--- src/rtl/aplic_lat_pkg.sv ---
// Shared types and constants for the APLIC interrupt latency monitor.
// Widths here match the default top-level parameters.
package aplic_lat_pkg;

  localparam int LAT_CNT_W = 32;
  localparam int LAT_SUM_W = 48;

  localparam logic [15:0] SAMPLES_MAX = 16'hFFFF;
  localparam logic [LAT_CNT_W-1:0] CNT_ALL_ONES = '1;

  typedef enum logic [2:0] {
    ST_IDLE,
    ST_ARMED,
    ST_RUN,
    ST_STOP,
    ST_CAPTURE,
    ST_RSTC
  } lat_state_e;

  typedef struct packed {
    logic [LAT_CNT_W-1:0] last;
    logic [LAT_CNT_W-1:0] min;
    logic [LAT_CNT_W-1:0] max;
    logic [LAT_SUM_W-1:0] sum;
    logic [15:0]          samples;
    logic [15:0]          abandon;
  } lat_stats_t;

endpackage

--- src/rtl/aplic_lat_stats.sv ---
// Latency statistics: last/min/max, saturating sum and counters.
// A clear in the same cycle as a commit discards the sample.
module aplic_lat_stats
  import aplic_lat_pkg::*;
(
  input  logic                 clk_i,
  input  logic                 rst_ni,
  input  logic                 clear_i,
  input  logic                 commit_i,
  input  logic                 abandon_i,
  input  logic [LAT_CNT_W-1:0] val_i,
  output lat_stats_t           stats_o,
  output logic                 valid_o
);

  logic [LAT_CNT_W-1:0] last_q, min_q, max_q;
  logic [LAT_SUM_W-1:0] sum_q;
  logic [15:0]          samples_q, abandon_q;
  logic                 valid_q;
  logic [LAT_SUM_W:0]   sum_ext;

  assign sum_ext = {1'b0, sum_q} + (LAT_SUM_W+1)'(val_i);

  always_ff @(posedge clk_i) begin
    if (!rst_ni || clear_i) begin
      last_q    <= '0;
      min_q     <= '1;
      max_q     <= '0;
      sum_q     <= '0;
      samples_q <= '0;
      abandon_q <= '0;
      valid_q   <= 1'b0;
    end else begin
      valid_q <= commit_i;
      if (commit_i) begin
        last_q <= val_i;
        if (val_i < min_q) min_q <= val_i;
        if (val_i > max_q) max_q <= val_i;
        sum_q <= sum_ext[LAT_SUM_W] ? '1
                                    : sum_ext[LAT_SUM_W-1:0];
        if (samples_q != SAMPLES_MAX)
          samples_q <= samples_q + 16'd1;
      end
      if (abandon_i && abandon_q != SAMPLES_MAX)
        abandon_q <= abandon_q + 16'd1;
    end
  end

  assign stats_o = '{last: last_q, min: min_q, max: max_q,
                     sum: sum_q, samples: samples_q,
                     abandon: abandon_q};
  assign valid_o = valid_q;

endmodule

--- src/rtl/aplic_lat_monitor.sv ---
// Interrupt latency monitor: arms on a pending edge of one source,
// drives the cycle counter and samples it when the claim arrives.
module aplic_lat_monitor
  import aplic_lat_pkg::*;
#(
  parameter int NR_SRC = 32,
  parameter int CNT_W  = LAT_CNT_W,
  parameter int SUM_W  = LAT_SUM_W,
  parameter int SETTLE = 2
) (
  input  logic                      clk_i,
  input  logic                      rst_ni,
  input  logic                      enable_i,
  input  logic [$clog2(NR_SRC)-1:0] src_sel_i,
  input  logic [NR_SRC-1:0]         pend_i,
  input  logic                      claim_valid_i,
  input  logic [$clog2(NR_SRC)-1:0] claim_id_i,
  input  logic                      clear_i,
  input  logic [CNT_W-1:0]          cnt_val_i,
  output logic                      cnt_start_o,
  output logic                      cnt_stop_o,
  output logic                      cnt_rst_o,
  output logic                      busy_o,
  output logic                      sample_valid_o,
  output logic [CNT_W-1:0]          last_o,
  output logic [CNT_W-1:0]          min_o,
  output logic [CNT_W-1:0]          max_o,
  output logic [SUM_W-1:0]          sum_o,
  output logic [15:0]               samples_o,
  output logic [15:0]               abandon_o,
  output logic                      overflow_o
);

  localparam int SEL_W = $clog2(NR_SRC);
  localparam int SET_W = (SETTLE > 1) ? $clog2(SETTLE) : 1;

  lat_state_e       state_q, state_d;
  logic [SEL_W-1:0] sel_q, sel_d;
  logic [SET_W-1:0] settle_q, settle_d;
  logic             prev_q, prev_d;
  logic             ovf_q, ovf_d;
  logic             start_q, stop_q, crst_q, busy_q;
  logic             pend_sel, commit, abandon;
  lat_stats_t       stats;

  assign pend_sel = pend_i[sel_q];

  always_comb begin
    state_d  = state_q;
    sel_d    = sel_q;
    prev_d   = prev_q;
    settle_d = settle_q;
    ovf_d    = clear_i ? 1'b0 : ovf_q;
    commit   = 1'b0;
    abandon  = 1'b0;
    unique case (state_q)
      ST_IDLE: begin
        if (enable_i) state_d = ST_RSTC;
      end
      ST_RSTC: begin
        if (enable_i) begin
          state_d = ST_ARMED;
          sel_d   = src_sel_i;
          prev_d  = pend_i[src_sel_i];
        end else begin
          state_d = ST_IDLE;
        end
      end
      ST_ARMED: begin
        prev_d = pend_sel;
        if (!enable_i) state_d = ST_RSTC;
        else if (sel_q != '0 && pend_sel && !prev_q)
          state_d = ST_RUN;
      end
      ST_RUN: begin
        prev_d = pend_sel;
        if (!enable_i) begin
          state_d = ST_RSTC;
        end else if (cnt_val_i == CNT_ALL_ONES) begin
          ovf_d   = 1'b1;
          state_d = ST_RSTC;
        end else if (claim_valid_i && claim_id_i == sel_q) begin
          state_d  = ST_STOP;
          settle_d = '0;
        end else if (!pend_sel && prev_q) begin
          abandon = 1'b1;
          state_d = ST_RSTC;
        end
      end
      ST_STOP: begin
        if (!enable_i) state_d = ST_RSTC;
        else if (settle_q == SET_W'(SETTLE - 1))
          state_d = ST_CAPTURE;
        else settle_d = settle_q + 1'b1;
      end
      ST_CAPTURE: begin
        state_d = ST_RSTC;
        commit  = enable_i;
      end
      default: state_d = ST_IDLE;
    endcase
  end

  // Control outputs are decoded from the next state so they line up
  // with the registered state.
  always_ff @(posedge clk_i) begin
    if (!rst_ni) begin
      state_q  <= ST_IDLE;
      sel_q    <= '0;
      settle_q <= '0;
      prev_q   <= 1'b0;
      ovf_q    <= 1'b0;
      start_q  <= 1'b0;
      stop_q   <= 1'b0;
      crst_q   <= 1'b0;
      busy_q   <= 1'b0;
    end else begin
      state_q  <= state_d;
      sel_q    <= sel_d;
      settle_q <= settle_d;
      prev_q   <= prev_d;
      ovf_q    <= ovf_d;
      start_q  <= state_d == ST_RUN || state_d == ST_STOP;
      stop_q   <= state_d == ST_STOP;
      crst_q   <= state_d == ST_RSTC;
      busy_q   <= state_d == ST_RUN || state_d == ST_STOP ||
                  state_d == ST_CAPTURE;
    end
  end

  aplic_lat_stats u_stats (
    .clk_i     (clk_i),
    .rst_ni    (rst_ni),
    .clear_i   (clear_i),
    .commit_i  (commit),
    .abandon_i (abandon),
    .val_i     (cnt_val_i),
    .stats_o   (stats),
    .valid_o   (sample_valid_o)
  );

  assign cnt_start_o = start_q;
  assign cnt_stop_o  = stop_q;
  assign cnt_rst_o   = crst_q;
  assign busy_o      = busy_q;
  assign overflow_o  = ovf_q;
  assign last_o      = stats.last;
  assign min_o       = stats.min;
  assign max_o       = stats.max;
  assign sum_o       = stats.sum;
  assign samples_o   = stats.samples;
  assign abandon_o   = stats.abandon;

endmodule

--- config.mk ---
export PLATFORM = sky130hd
export DESIGN_NAME = aplic_lat_monitor
export DESIGN_NICKNAME = d
export VERILOG_FILES = /design/src/rtl/aplic_lat_pkg.sv /design/src/rtl/aplic_lat_stats.sv /design/src/rtl/aplic_lat_monitor.sv
export SDC_FILE = /design/constraint.sdc
export NUM_CORES = 1
export LEC_CHECK = 0
export ABC_CLOCK_PERIOD_IN_PS = 3300
export BUFFER_PORTS_ARGS = -buffer_cell sky130_fd_sc_hd__buf_2
export CAP_MARGIN = 20
export CELL_PAD_IN_SITES_DETAIL_PLACEMENT = 1
export CELL_PAD_IN_SITES_GLOBAL_PLACEMENT = 1
export CORE_ASPECT_RATIO = 0.9
export CORE_MARGIN = 10
export CORE_UTILIZATION = 34
export CTS_CLUSTER_SIZE = 8
export DETAILED_ROUTE_END_ITERATION = 7
export PLACE_DENSITY_LB_ADDON = 0.08
export REMOVE_ABC_BUFFERS = 1
export SKIP_CTS_REPAIR_TIMING = 1
export SLEW_MARGIN = 10
export SYNTH_ARGS = -nofsm -noshare
export SYNTH_HDL_FRONTEND = slang
export SYNTH_HIERARCHICAL = 1
export SYNTH_SLANG_ARGS = --single-unit
--- constraint.sdc ---
create_clock -name clk_i -period 3.3 [get_ports clk_i]
set_input_delay 0.165 -clock clk_i [delete_from_list [all_inputs] [get_ports clk_i]]
set_output_delay 0.165 -clock clk_i [all_outputs]
set_load 0.01 [all_outputs]
Word level (Yosys, flattened, before mapping)
Cells that the tools add are included.
- bits in registers: 192
- bits of input ports: 79
- output and inout port bits: 182
- logic and storage cells: 98
- add/sub/neg operators: 4
- order comparisons: 4
- eq/ne operators: 18
- mux-type cells: 34
- reduce and logical (&&, ||, !) cells: 22
- operators by type and width (kind ; count):
    adder 48 x 32 -> 49 bit ; 1
    two-way mux 48 bit ; 1
    adder 16 x 1 -> 16 bit, second input constant ; 2
    == test 32 bit, second input constant ; 1
    > comparator 32 bit ; 1
    less-than comparator 32 bit ; 1
    inequality test 16 bit, second input constant ; 2
    two-way mux 3 bit ; 9
    two-way mux 1 bit ; 19
    one-hot mux 3 bit (6 select lines) ; 1
    == test 3 x 2 -> 1 bit, second input constant ; 4
    == test 3 bit, second input constant ; 4
    less-than comparator 5 x 6 -> 1 bit, second input constant ; 2
    binary-select mux 1 bit (select 5 bit) ; 2
    inequality test 2 bit, second input constant ; 5
    AND reduction 2 bit ; 5
    == test 5 bit ; 1
    logical AND 1 bit ; 5
    AND reduction 5 bit ; 1
    nonzero test 5 bit ; 1
    one-hot mux 1 bit (2 select lines) ; 2
    nonzero test 2 bit ; 2
    == test 3 x 1 -> 1 bit, second input constant ; 1
    logical NOT 1 bit ; 3
    4 further kinds ; 6

Logic depth before layout (Yosys ltp)
Gate-level depths: netlist of run 1.
- depth in word-level cells: 12
- depth in mapped cells: 12
- depth with buffers taken out: 11

Cells and area by module
Netlist of run 1, hierarchy kept.
- by module, submodules not included (module ; times used ; cells an instance ; area each (µm²) ; sequential area each (µm²)):
    aplic_lat_stats ; 1 ; 1185 ; 10063.4 ; 3543.4
    aplic_lat_monitor ; 1 ; 134 ; 1385.1 ; 300.3

Worst setup path after synthesis of run 1
No wires, ideal clock.
- kind: flip-flop to flip-flop
- start: register sel_q[1]
- end: register u_stats.abandon_q[13]
- library setup time: 0.128 ns
- data arrival time: 3.087 ns
- data required time: 3.172 ns
- slack: 0.085 ns
- cell stages (with the launch flop): 13
- path buffers: 2
- clock period less this slack: 3.215 ns
- cells stage by stage: dfxtp_1 > buf_6 > mux4_1 > mux4_2 > mux2_4 > nor4_1 > o21a_1 > buf_2 > and4_1 > and2_1 > nand4_1 > xor2_1 > nor2_1
- longest elaborated chain between the ends: 10
- elaborated cells on any way between the ends: 12
- those cells by class: eq/ne: 1; mux: 7; reduce/logical: 4
- ends and longest elaborated chain (element ; line ; RTL):
    start, declared ; aplic_lat_monitor.sv:38 ; logic [SEL_W-1:0] sel_q, sel_d;
    start signal, assigned ; aplic_lat_monitor.sv:119 ; sel_q <= sel_d;
    binary-select mux 1 bit (select 5 bit) ; aplic_lat_monitor.sv:46 ; assign pend_sel = pend_i[sel_q];
    two-way mux 1 bit (implied by the code) ; aplic_lat_monitor.sv:46 ;
    logical NOT 1 bit ; aplic_lat_monitor.sv:85 ; end else if (!pend_sel && prev_q) begin
    logical AND 1 bit ; aplic_lat_monitor.sv:85 ;
    two-way mux 1 bit ; aplic_lat_monitor.sv:85 ;
    two-way mux 1 bit (*) ; aplic_lat_monitor.sv:82 ; end else if (claim_valid_i && claim_id_i == sel_q) begin
    two-way mux 1 bit (*) ; aplic_lat_monitor.sv:79 ; end else if (cnt_val_i == CNT_ALL_ONES) begin
    two-way mux 1 bit (*) ; aplic_lat_monitor.sv:77 ; if (!enable_i) begin
    two-way mux 1 bit (*) ; aplic_lat_monitor.sv:56 ; unique case (state_q)
    named net abandon ; aplic_lat_monitor.sv:43 ; logic pend_sel, commit, abandon;
    logical AND 1 bit (*) ; aplic_lat_stats.sv:44 ; if (abandon_i && abandon_q != SAMPLES_MAX)
    end signal, assigned ; aplic_lat_stats.sv:45 ; abandon_q <= abandon_q + 16'd1;
    end, declared ; aplic_lat_stats.sv:18 ; logic [15:0] samples_q, abandon_q;
Mark *: on every way through the listed nets, which the timed path passes. The rest lies on a longest branch. The select of a mux whose other input is x is not followed.
A chain may end at the register's enable or synchronous reset.

Final worst setup path of run 1
- start: register sel_q[1]
- end: register u_stats.abandon_q[14]
The elaborated chain is that of the path after synthesis.

==> qor.csv, run 1 <==
metric,value,unit
Area contributors post-synth,"dfxtp_1 (34%), ha_1 (11%), mux2i_1 (3.6%), nor2_1 (3.4%), a21oi_1 (3.4%)",
worst setup path class,flop to flop,
hold slack,-9.77,ps
hpwl dp,30.7,mm
Critical Path Fanout Max,11,
DRC Markers,0,
drt wl/cell,20.2,um
number of global-route vias before repair,11200,
Final setup viols,0,
Synth Flop Type,dfxtp_1,
Starting Density,0.346,
worst slew pin tran,1100,ps
Synth warnings,6,
Max VDD drop,368,uV
Pre-antenna DRT Iters,4,
number of placement rows,63,
worst skew pair latency,450,ps
Slew headroom,0.266,
Synth Cell Area,11400,um2
# diodes,0,
Vias,10600,
synth unique cells,80,
leading area contributor after synthesis,dfxtp_1,
antenna violations before repair,0,
Clock Tree Root,clkbuf_16,
global-route usage over all layers,0.194,
CP arrival,3480,ps
Fin Setup TNS,0,ps
most numerous cell in the Yosys netlist,dfxtp_1,
status,"complete, but fails checks",
Overall Power,5.57,mW
crit end category,flop,
Finished Layout Cells,1987,
Core Area,33100,um2
Nets,1729,
ys async rst share,0,
Post-synth EDFFs,0,
final WL,40.2,mm
CTS tree,built,
GRT overflow,0,
area share of the leading cell type in the synthesized netlist,0.336,
die width,213,um
leakage,6.21,nW
final hold violations,1,
mean post-synth cell area,8.68,um2
startpoint types,flop,
GP Congestion,0.838,
initial DRC count,442,
post-route ant nets,0,
Die Y,194,um
largest net degree at the start of global routing,101,
CTS H-tree lvls,4,
failing checks,negative hold slack,
max-slew violation count,0,
Worst Path Required,3680,ps
"Clk pin slew, worst setup/hold paths",70,ps
I/O pin total,261,
PortBufs,260,
synth cell count leaders,"dfxtp_1 (192), nor2_1 (105), ha_1 (97)",
Mapped Cells,1319,
Tmin final,3100,ps
Placed Cells,1954,
CTS Sinks,192,
"Area growth, synth to finish",21.4,%
f_max,323,MHz
RSZ-0062 raised after global routing,no,
CTS Buffer Depth,2,
"FF+latch count, synth",192,
register area share after synthesis,0.336,
overall die area,41400,um2
pwr/cell area,401,nW/um2
Setup Skew,9.14,ps
Max Cap Viol,0,
total CTS buffers,17,
Via density,5.36,
HP Class,input pin to flop,
Tcrit/Tclk final,0.939,
layout cell share with drive strength beyond 1,0.234,
first-pass GRT wire length,64.2,mm
==> through the flow <==
step           cell area, um2  hold WS [ps]   util  setup WS, ps
3_3_place_gp            13200           435  0.400          25.7
5_1_grt                 13900          8.68  0.420          30.9
3_5_place_dp            13200           447  0.400          -126
6_report                13900         -9.77  0.420           201
4_1_cts                 13900         -32.9  0.419          -130
2_1_floorplan           11100           295      -         -2740
==> worst paths after layout <==
kind / cells after the start / from / slack (ps) / endpoint
hold reg to reg: 2 / u_stats/last_q[22]$_SDFFE_PP0P_ / 490 / u_stats/last_q[22]$_SDFFE_PP0P_
setup reg to reg: 10 / sel_q[1]$_SDFFE_PN0P_ / 200 / u_stats/abandon_q[14]$_SDFFE_PP0P_
hold / removal: 3 / src_sel_i[4] / -10 / sel_q[4]$_SDFFE_PN0P_
setup / recovery: 10 / sel_q[1]$_SDFFE_PN0P_ / 200 / u_stats/abandon_q[14]$_SDFFE_PP0P_
==> cell type report <==
class | count | area (um2)
Clock buffer | 20 | 457
Clock inverter | 12 | 181
Fill cell | 4002 | 19200
Inverter | 82 | 308
Multi-Input combinational cell | 971 | 7040
Sequential cell | 192 | 3840
Tap cell | 422 | 528
Timing Repair Buffer | 288 | 1540
==> metal layers <==
metal | GRT usage | vias to the layer above | routed length [um]
li1 | - | 5272 | -
met1 | 0.255 | 5196 | 18900
met2 | 0.315 | 165 | 18800
met3 | 0.0506 | 15 | 2110
met4 | 0.0363 | 0 | 297
met5 | 0 | - | 0
==> kinds of logic (layout without fill, tap and decap cells) <==
family	count (synthesis)	count (layout)	synth area share
buffers and inverters	156	402	0.0542
adders and majority gates	98	98	0.108
AOI/OAI and AO/OA	358	358	0.208
xor gates and xnor gates	63	63	0.0482
muxes	63	63	0.0798
and+or+nand+nor	389	389	0.166
DFF	192	192	0.336
==> sequential cells by signal, indices dropped and copies added, names as in the netlist <==
| name | cells |
|---|---|
| state_q | 3 |
| overflow_o | 1 |
| u_stats/max_q | 32 |
| u_stats/valid_o | 1 |
| u_stats/last_q | 32 |
| settle_q | 1 |
| busy_o | 1 |
| prev_q | 1 |
| u_stats/samples_q | 16 |
| sel_q | 5 |
| u_stats/sum_q | 48 |
| u_stats/min_q | 32 |
| u_stats/abandon_q | 16 |
| cnt_start_o | 1 |
| cnt_rst_o | 1 |
| cnt_stop_o | 1 |
==> critical path, cell delays in order, from the launching register on <==
cell     delay [ps]
dfxtp_1         360
buf_12          150
mux4_1          570
mux4_2          510
mux2_4          310
nor4_4          190
o21a_1          180
buf_4           150
nand2_1         130
or3_1           340
a21oi_1         140
==> power by group <==
group	switching, mW	internal (mW)
sequential	0.0390	2.36
combinational	0.525	0.336
clock	0.988	1.32
==> placed cells by master (no fill, tap or decap), types with 9 or more instances in the layout <==
master and instances:
a21o_1 43, mux4_2 13, o211ai_1 37, o21ai_0 71, nand2_1 93, nor2_1 105, a31oi_1 27, nand4_1 39
ha_1 97, xor2_1 29, o31ai_1 35, a21oi_1 78, nand3_1 53, nor2b_1 9, buf_2 260, buf_4 26
and3_1 16, mux2i_1 41, or3_1 9, inv_1 82, and4_1 13, o21a_1 9, xnor2_1 34, nor3_1 19
clkbuf_16 17, dfxtp_1 192
Note: power is estimated with default switching activity, not from simulation.
==> run 2, diff against run 1 <==
Settings changed: REMOVE_ABC_BUFFERS 1 to unset.
==> run 2 against run 1 <==
  * The flow still finishes with violations (negative hold slack)
  * Die area is the same
  * Power grew 2.2%
  * Flip-flop and latch count is the same
  * Hold slack lost 3.3 ps
  * Sequential power is essentially flat
==> qor.csv, run 2 (synthesis results as in run 1) <==
metric,value,unit,change
Pint,4.09,mW,+1.8%
Max Cap Viol,0,,unchanged
Net Switching,1.60,mW,+3.3%
global-route usage over all layers,0.198,,+0.00359
Tcrit/Tclk final,0.947,,+0.00800
Clock Tree Root,clkbuf_16,,
largest net degree at the start of global routing,60,,-41%
Vias,10800,,+1.3%
number of placement rows,63,,unchanged
Critical Path Fanout Max,6,,-5
"Area growth, synth to finish",22.1,%,
Seq pwr share,0.422,,-0.009
fin util,0.422,,+0.00246
largest reg by FF count,u_stats/sum_q,,
drt wl/cell,20.9,um,+3.2%
hpwl dp,32.0,mm,+4.3%
worst setup path class,flop to flop,,
status,"complete, but fails checks",,
CTS tree,built,,
post-route ant nets,0,,unchanged
worst skew pair latency,460,ps,about the same
GP Congestion,0.865,,+3.2%
Pre-antenna DRT Iters,5,,+1
total CTS buffers,17,,unchanged
Nets,1735,,+0.35%
PortBufs,260,,unchanged
CTS Buffer Depth,2,,unchanged
final hold violations,1,,unchanged
CTS Sinks,192,,unchanged
Final setup viols,0,,unchanged
CP arrival,3430,ps,-50 ps
failing checks,negative hold slack,,
Core Area,33100,um2,unchanged
I/O pin total,261,,unchanged
worst slew pin tran,746,ps,-356 ps
Worst Path Required,3610,ps,-70 ps
max-slew violation count,0,,unchanged
f_max,320,MHz,-0.84%
leakage,6.24,nW,+0.44%
max reg flops,48,,unchanged
initial DRC count,465,,+5.2%
HP Class,input pin to flop,,
first-pass GRT wire length,65.1,mm,+1.5%
hold slack,-13.1,ps,-3.29 ps
final WL,41.6,mm,+3.5%
startpoint types,flop,,
"commonest cells after routing, fill and taps aside","buf_2 (260), dfxtp_1 (191), nor2_1 (105)",,
Slew headroom,0.503,,+0.237
clock power share,0.424,,+0.010
die width,213,um,unchanged
DRC Markers,0,,unchanged
Via density,5.41,,+0.96%
Fin Setup TNS,0,ps,unchanged
Setup Skew,17.5,ps,+8.35 ps
Tmin final,3130,ps,+26.4 ps
"commonest non-fill, non-tap cell in the layout",buf_2,,
number of global-route vias before repair,11300,,+0.93%
Starting Density,0.346,,unchanged
crit end category,flop,,
"Clk pin slew, worst setup/hold paths",70,ps,about the same
antenna violations before repair,1,,+1
Die Y,194,um,unchanged
net count after synthesis,1496,,
CTS H-tree lvls,4,,unchanged
Net Sw Frac,0.282,,+0.00286
pwr/cell area,407,nW/um2,+1.6%
layout cell share with drive strength beyond 1,0.242,,+0.00802
Logic pwr share,0.154,,about the same
overall die area,41400,um2,unchanged
GRT overflow,0,,unchanged
Max VDD drop,374,uV,+1.5%
# diodes,0,,unchanged
==> run 2: changes by cell type in the layout (fill, tap and decap cells not counted), sizes merged, moves of 2 or more <==
cell / previous run / this run
buf: 288 / 293
clkinv: 5 / 2
inv: 84 / 87
clkbuf: 20 / 18
==> run 2: metal layers <==
| layer | part of all wire | global-route usage | up-vias |
|---|---|---|---|
| li1 | - | - | 5279 |
| met1 | 0.47 | 0.262 | 5246 |
| met2 | 0.46 | 0.311 | 222 |
| met3 | 0.062 | 0.0545 | 34 |
| met4 | 0.013 | 0.0478 | 2 |
| met5 | 0.00017 | 0 | - |
==> run 2: worst max-delay path, stage by stage, from the launching register on <==
cell and delay [ps]:
dfxtp_2 350, buf_6 130, mux4_2 500, mux4_2 510, mux2_4 320, nor4_4 140, buf_4 160, o21a_1 130
and4_1 210, and2_4 180, nand4_1 120, xor2_1 170, nor2_1 60
==> run 2: cell type report <==
cell class	instances	area [um2]
fill	3905	19100
multi-input combinational	971	7020
sequential	192	3840
timing repair buffer	294	1620
tap	422	528
clock buffer	18	439
inverter	82	308
clock inverter	14	225
==> run 2: power by group through the flow <==
| stage | Combinational (mW) | Sequential [mW] | Clock, mW |
|---|---|---|---|
| global placement | 0.853 | 2.46 | 0 |
| finish | 0.876 | 2.40 | 2.41 |
| global route | 0.975 | 2.41 | 2.58 |
| floorplan | 0.520 | 2.46 | 0 |
| CTS | 0.873 | 2.40 | 2.49 |
| detailed placement | 0.868 | 2.46 | 0 |
==> run 2: final timing paths <==
check | end | slack [ps] | depth (start not counted) | startpoint
max | u_stats/abandon_q[13]$_SDFFE_PP0P_ | 170 | 12 | sel_q[1]$_SDFFE_PN0P_
min | sel_q[4]$_SDFFE_PN0P_ | -10 | 3 | src_sel_i[4]
max reg2reg | u_stats/abandon_q[13]$_SDFFE_PP0P_ | 170 | 12 | sel_q[1]$_SDFFE_PN0P_
min reg2reg | overflow_o$_SDFF_PN0_ | 490 | 2 | overflow_o$_SDFF_PN0_
==> run 2: through the flow <==
step	setup WS [ps]	total power [mW]	instance area [um2]	cells	hold WS, ps
final	175	5.69	14000	1993	-13.1
after global routing	-3.45	5.97	14000	1993	18.0
after CTS	-107	5.76	13900	1987	-40.7
after detailed placement	-47.3	3.33	13300	1955	458
after global placement	46.8	3.31	13300	1955	423
after floorplan	85.4	2.98	11400	1319	295
==> run 3, diff against run 2 <==
Settings changed: HOLD_SLACK_MARGIN set to 0.05.
==> run 3 against run 2 <==
  * The run now ends clean
  * Hold slack improved by 62 ps
  * Clock skew about the same
  * Flip-flop and latch count unchanged
  * Critical endpoint unchanged
  * Largest power group unchanged
  * Highest routed layer is now met4
==> qor.csv, run 3 (synthesis results as in run 1) <==
metric,value,unit,change
Core Area,33100,um2,unchanged
"Clk pin slew, worst setup/hold paths",80,ps,about the same
"CP delay by family, top",multiplexers,,
GRT overflow,0,,unchanged
CTS Sinks,192,,unchanged
total CTS buffers,17,,unchanged
WHS Path Cells,4,,+1
HP Class,input pin to flop,,
Max VDD drop,375,uV,+0.39%
pwr/cell area,407,nW/um2,about the same
# diodes,0,,unchanged
max-slew violation count,0,,unchanged
number of placement rows,63,,unchanged
hold slack,48.7,ps,+61.7 ps
leakage,6.24,nW,+0.13%
worst skew pair latency,460,ps,about the same
GP Congestion,0.865,,unchanged
die width,213,um,unchanged
CP arrival,3440,ps,about the same
initial DRC count,491,,+5.6%
Nets,1737,,+0.12%
worst slack at placement,-47.3,ps,unchanged
worst setup path class,flop to flop,,
crit end category,flop,,
drt wl/cell,20.8,um,-0.15%
max reg flops,48,,unchanged
I/O pin total,261,,unchanged
GRT met3 Usage,0.0545,,unchanged
CTS tree,built,,
f_max,320,MHz,about the same
net count after synthesis,1496,,unchanged
DRC Markers,0,,unchanged
largest net degree at the start of global routing,60,,unchanged
"commonest cells after routing, fill and taps aside","buf_2 (260), dfxtp_1 (191), nor2_1 (105)",,
PortBufs,260,,unchanged
met2 Usage GRT,0.311,,unchanged
final hold violations,0,,-1
Via density,5.41,,about the same
"most used cell, CP",mux4_2,,
Die Y,194,um,unchanged
Starting Density,0.346,,unchanged
CTS Buffer Depth,2,,unchanged
Final setup viols,0,,unchanged
Final Worst Setup Slack,176,ps,+1.25 ps
"Area growth, synth to finish",22.3,%,
crit path cell chain,"buf_6, mux4_2, mux4_2, mux2_4, nor4_4, buf_4, o21a_1, and4_1, and2_4, nand4_1, xor2_1, nor2_1",,
antenna violations before repair,0,,-1
Max Cap Viol,0,,unchanged
Critical Path Fanout Max,6,,unchanged
number of global-route vias before repair,11300,,unchanged
Overall Power,5.70,mW,about the same
post-route ant nets,0,,unchanged
status,"finished, final reports clean",,
WP buf/inv,2,,unchanged
largest reg by FF count,u_stats/sum_q,,
"commonest non-fill, non-tap cell in the layout",buf_2,,
Clock Tree Root,clkbuf_16,,
Tcrit/Tclk final,0.947,,about the same
Slew headroom,0.506,,+0.00339
Top Usage Layer GRT,met2,,
Worst path slowest cell,mux4_2,,
critical path depth in cells,12,,unchanged
Setup Skew,17.6,ps,+0.138 ps
final WL,41.6,mm,about the same
Worst Path Required,3610,ps,about the same
Pre-antenna DRT Iters,5,,unchanged
overall die area,41400,um2,unchanged
global-route usage over all layers,0.198,,unchanged
startpoint types,flop,,
crit-path max cell delay,510,ps,about the same
Tmin final,3120,ps,-1.25 ps
CTS H-tree lvls,4,,unchanged
met1 usage,0.262,,unchanged
Vias,10800,,+0.11%
hpwl dp,32.0,mm,unchanged
worst slew pin tran,739,ps,-6.65 ps
layout cell share with drive strength beyond 1,0.242,,-0.000308
first-pass GRT wire length,65.1,mm,unchanged
r2r worst-path depth,12,,unchanged
==> run 3: cell count changes in the layout (fill, tap and decap cells not counted) <==
cell,previous run,this run
dlygate4sd3_1,1,3
==> run 3: area by class of cell <==
class,instances,area (um2)
fill,3903,19100
tap,422,528
timing repair buffer,296,1640
clock buffer,18,439
multi-input combinational,971,7020
sequential,192,3840
inverter,82,308
clock inverter,14,225
==> run 3: worst register-to-register path, stage by stage, from the launching register on <==
cell	delay (ps)
dfxtp_2	350
buf_6	130
mux4_2	500
mux4_2	510
mux2_4	320
nor4_4	150
buf_4	160
o21a_1	130
and4_1	210
and2_4	180
nand4_1	120
xor2_1	170
nor2_1	60
==> run 3: power breakdown <==
group / switching (mW) / leakage, nW / internal, mW
clock: 1.03 / 0.320 / 1.38
sequential: 0.0414 / 1.55 / 2.36
combinational: 0.533 / 4.37 / 0.344
==> run 3: metal layers <==
layer | wire length [um] | share of wire
met1 | 19500 | 0.47
met2 | 19100 | 0.46
met3 | 2450 | 0.059
met4 | 529 | 0.013
met5 | 0 | 0
==> run 3: worst paths after layout <==
check / startpoint / endpoint / slack [ps]
worst max-delay path: sel_q[1]$_SDFFE_PN0P_ / u_stats/abandon_q[13]$_SDFFE_PP0P_ / 180
worst min-delay path: clear_i / overflow_o$_SDFF_PN0_ / 50
worst max register to register: sel_q[1]$_SDFFE_PN0P_ / u_stats/abandon_q[13]$_SDFFE_PP0P_ / 180
worst min register to register: overflow_o$_SDFF_PN0_ / overflow_o$_SDFF_PN0_ / 490
==> run 3: metrics by stage <==
step	TNS, ps	util	instance area (um2)	cells
detailed placement	-70.3	0.401	13300	1955
finish	0	0.423	14000	1995
floorplan	0	-	11400	1319
global route	-3.45	0.423	14000	1995
global placement	0	0.401	13300	1955
CTS	-261	0.421	13900	1987
